File: src/rtl/prio_encoder_q.sv
// Registered N-input priority encoder with sticky request capture, fixed or
// round-robin selection, and a valid/ready output stage.
module prio_encoder_q #(
    parameter int N = 8,
    parameter int W = 3
) (
    input  logic         clk,
    input  logic         rst_n,
    input  logic [N-1:0] req,
    input  logic         mode,
    input  logic         clr,
    output logic [W-1:0] out_idx,
    output logic         out_valid,
    input  logic         out_ready,
    output logic         coal
);

    logic [N-1:0] pend;
    logic [N-1:0] grant_oh;
    logic [N-1:0] pend_kept;
    logic [W-1:0] ptr;
    logic [W-1:0] sel;
    logic [W-1:0] sel_fixed;
    logic [W-1:0] sel_below;
    logic         found_below;
    logic         load;
    logic         grant;

    assign load  = !out_valid || out_ready;
    assign grant = load && (pend != '0);

    // Ascending scan: the last hit wins, giving the highest set index overall
    // and the highest set index strictly below the round-robin pointer.
    always_comb begin
        sel_fixed   = '0;
        sel_below   = '0;
        found_below = 1'b0;
        for (int i = 0; i < N; i++) begin
            if (pend[i]) begin
                sel_fixed = W'(i);
            end
            if (pend[i] && (W'(i) < ptr)) begin
                sel_below   = W'(i);
                found_below = 1'b1;
            end
        end
        sel = (mode && found_below) ? sel_below : sel_fixed;
    end

    assign grant_oh  = grant ? (N'(1) << sel) : '0;
    assign pend_kept = pend & ~grant_oh;

    always_ff @(posedge clk or negedge rst_n) begin
        if (!rst_n) begin
            pend      <= '0;
            out_valid <= 1'b0;
            out_idx   <= '0;
            ptr       <= '0;
            coal      <= 1'b0;
        end else if (clr) begin
            pend      <= '0;
            out_valid <= 1'b0;
            ptr       <= '0;
            coal      <= 1'b0;
        end else begin
            // A request on the bit being granted is fresh, so it is excluded from coal.
            coal <= |(req & pend_kept);
            if (grant) begin
                out_idx   <= sel;
                out_valid <= 1'b1;
                ptr       <= sel;
                pend      <= pend_kept | req;
            end else if (load) begin
                out_valid <= 1'b0;
                pend      <= req;
            end else begin
                pend <= pend | req;
            end
        end
    end

endmodule

File: config.mk
export PLATFORM = sky130hd
export DESIGN_NAME = prio_encoder_q
export DESIGN_NICKNAME = d
export VERILOG_FILES = /design/src/rtl/prio_encoder_q.sv
export SDC_FILE = /design/constraint.sdc
export NUM_CORES = 1
export LEC_CHECK = 0
export CAP_MARGIN = 20
export CORE_MARGIN = 2
export CORE_UTILIZATION = 57
export CTS_BUF_LIST = sky130_fd_sc_hd__clkbuf_4
export DETAILED_ROUTE_END_ITERATION = 6
export PLACE_DENSITY = 0.83
export SYNTH_ARGS = -nofsm -noshare
export SYNTH_HDL_FRONTEND = slang
export SYNTH_SLANG_ARGS = --single-unit
File: constraint.sdc
create_clock -name clk -period 5.6 [get_ports clk]
set_clock_uncertainty 0.15 [all_clocks]
set_input_delay 1.12 -clock clk [delete_from_list [all_inputs] [get_ports clk]]
set_output_delay 1.12 -clock clk [all_outputs]
set_load 0.005 [all_outputs]
==> results.json <==
{
  "root_buffer": "clkbuf_4",
  "antenna_found_initial": 0,
  "dpl.hpwl_um": 2380,
  "drtPass1Iterations": 5,
  "nFillCells": 198,
  "synth_common_cells": "nor2_1 (20), dfrtp_1 (16), a21oi_1 (12), nand2_1 (12), nand3_1 (7)",
  "worst-path-max-fanout": 8,
  "crit_family": "compound AO/OA/AOI/OAI gates",
  "vias": 1234,
  "clock_latency_ps": 300,
  "postSynthAreaPerCell_um2": 8.92,
  "worstReg2RegStart": "ptr[2]",
  "max_freq_ghz": 0.317,
  "grt_max_degree": 21,
  "power_w": 0.000396,
  "synth_cell_types": 51,
  "setup-violations-final": 0,
  "async_flop_share_pct": 100,
  "cts.clk_slew.worst_paths_ps": 100,
  "cts_made_buffers": 3,
  "slowest_stage": "a31oi_1",
  "yosysWarningCount": 0,
  "synth_top_family_by_area": "compound AO/OA/AOI/OAI gates",
  "power_leakage_nw": 0.564,
  "finalHoldViolCount": 0,
  "rrSetupSlack_ps": 3050,
  "endpoint_kind": "register",
  "chipHeight_um": 51.3,
  "reg2reg_depth": 7,
  "crit_end": "coal",
  "synth_area_um2": 1270,
  "maxCapViolations": 0,
  "gp_congestion": 0.931,
  "cp.arrival_ps": 3170,
  "reg2reg_to": "coal",
  "dieArea_um2": 2630,
  "yosys.area_share.simple_pct": 22.3,
  "ctsHoldBuffers": 0,
  "clock_path_buffers": 2,
  "synth_edf_count": 0,
  "cts_setup_buffers": 0,
  "cp_num_cells": 8,
  "crit_required_ps": 5620,
  "syn_nets": 156,
  "clock-sinks": 16,
  "fp-row-count": 17,
  "drt_iter0_markers": 65,
  "cpMostUsedCell": "a31oi_1",
  "crit_buf_inv": 1,
  "path_cells": "clkdlybuf4s50_1 -> nor2b_1 -> a31oi_1 -> nand3_1 -> mux2i_1 -> a31oi_1 -> a2111oi_4 -> o221ai_2",
  "holdCritPathClass": "register to register",
  "io_buffer_count": 17,
  "yosys-top-cells-area": "dfrtp_1 (31%), nor2_1 (5.9%), a21oi_1 (4.7%), a2111oi_4 (4.3%), nand2_1 (3.5%)",
  "die_x_um": 51.3,
  "seq_area_frac_synth_pct": 31.4,
  "p_per_area_nw_per_um2": 272,
  "netlist.top_cell.by_area": "dfrtp_1",
  "placed_cell_area_um2": 1430,
  "slowest_delay_ps": 470,
  "tritoncts": "done",
  "yosys.area_share.adder_pct": 0,
  "grt_pass1_vias": 1196,
  "fin_nets": 170,
  "synth-compound-area-share_pct": 39.6,
  "fin_area_um2": 1460,
  "outcome": "finished clean",
  "cts.htree.levels": 1,
  "grt_use_total_pct": 27.3,
  "io-pin-count": 18,
  "synth_most_common_cell": "nor2_1",
  "insertedDiodeCount": 0,
  "setup_ws_ps": 2450,
  "synthXorXnorAreaFrac_pct": 0,
  "detail-route-antenna-nets": 0,
  "synth_flop_cell": "dfrtp_1",
  "rsz0062_at_grt": "no",
  "critPathLaunchType": "input port",
  "grt_pass1_wl_um": 5420,
  "routed_wl_um": 3180,
  "core_um2": 2170,
  "initial_core_util_pct": 58.8,
  "syn_inst": 143,
  "worstSetupPathType": "input port to register",
  "grt-ovfl-total": 0,
  "yosys_register_bits": 16,
  "area_growth_pct": 14.3,
  "worst_pin_slew_ps": 739,
  "min_period_over_period_pct": 56.3,
  "slew_headroom_pct": 50.6,
  "dp_slack_ps": 2170,
  "timing.setup.tns_ps": 0,
  "vdd_drop_max_mv": 0.180,
  "post-synth-top-area-fraction_pct": 31.4,
  "routedWlPerCell_um": 17.3,
  "period_needed_ps": 3150,
  "cts-resized-gates": 0,
  "drive_above_1_share_pct": 15.4,
  "drc": 0,
  "muxShareOfSynthArea_pct": 1.67,
  "finalMaxSlewViolations": 0,
  "post_drt_via_cell_ratio": 6.71,
  "critPathLaunch": "out_ready"
}
## cells in the final DEF, fill, tap and decap left out, types with 2 or more instances in the layout
master / Yosys / final
dfrtp_1: 16 / 16
a211oi_2: 2 / 2
o22ai_1: 4 / 4
a31oi_1: 3 / 3
nand2b_1: 2 / 2
a21oi_1: 12 / 12
nor2_1: 20 / 20
clkbuf_4: 0 / 3
o211ai_1: 4 / 4
nand3_1: 7 / 7
nand2_1: 12 / 12
a2111oi_4: 2 / 2
inv_1: 4 / 4
a41oi_1: 2 / 2
nor3_1: 3 / 3
nand4_1: 2 / 2
clkdlybuf4s50_1: 0 / 17
o21ai_0: 5 / 5
o211a_1: 3 / 3
o21ai_1: 2 / 2
nor2b_1: 2 / 2
## kinds of logic after synthesis
family                 Yosys count
AOI/OAI and AO/OA               57
muxes                            2
buffers and inverters           12
DFF                             16
and+or+nand+nor                 56
## state kept, by name, indices dropped and copies added, names as in the netlist
name	cells
pend	8
coal	1
out_valid	1
ptr	3
out_idx	3
## through the flow
| step | hold slack [ps] | cells | util, % |
|---|---|---|---|
| floorplan | 351 | 143 | - |
| global placement | 343 | 180 | 66.0 |
| detailed placement | 354 | 180 | 66.0 |
| CTS | 380 | 184 | 67.2 |
| global route | 400 | 184 | 67.2 |
| finish | 375 | 184 | 67.2 |
## where the power goes
group	switching, W	internal [W]
Combinational	0.0000916	0.0000804
Clock	0.0000393	0.0000260
Sequential	0.0000264	0.000133
Total	0.000157	0.000239
## cell type report
cell class                      count  area [µm²]  share of cell area [%]
Multi-Input combinational cell    115         811                    55.6
Sequential cell                    16         400                    27.5
Timing Repair Buffer               17         170                    11.7
Tap cell                           28        35.0                    2.40
Clock buffer                        3        22.5                    1.55
Inverter                            4        15.0                    1.03
Clock inverter                      1        3.75                   0.258
## how the worst min path moves through the flow
stage | startpoint | endpoint | slack [ps] | cells past startpoint
global route | out_idx[0] | out_idx[0] | 400 | 1
floorplan | out_idx[1] | out_idx[1] | 350 | 2
CTS | out_idx[1] | out_idx[1] | 380 | 2
finish | out_idx[0] | out_idx[0] | 380 | 1
global placement | out_idx[1] | out_idx[1] | 340 | 2
detailed placement | out_idx[1] | out_idx[1] | 350 | 2
## layer usage
metal  GRT usage (%)  share of wire [%]  vias up
met5               0                  0        -
met4            12.7                2.6        0
met3            2.92                7.6       11
met2            43.1                 48       63
met1            37.4                 41      587
li1                -                  -      573
(Power assumes the default switching activity.)
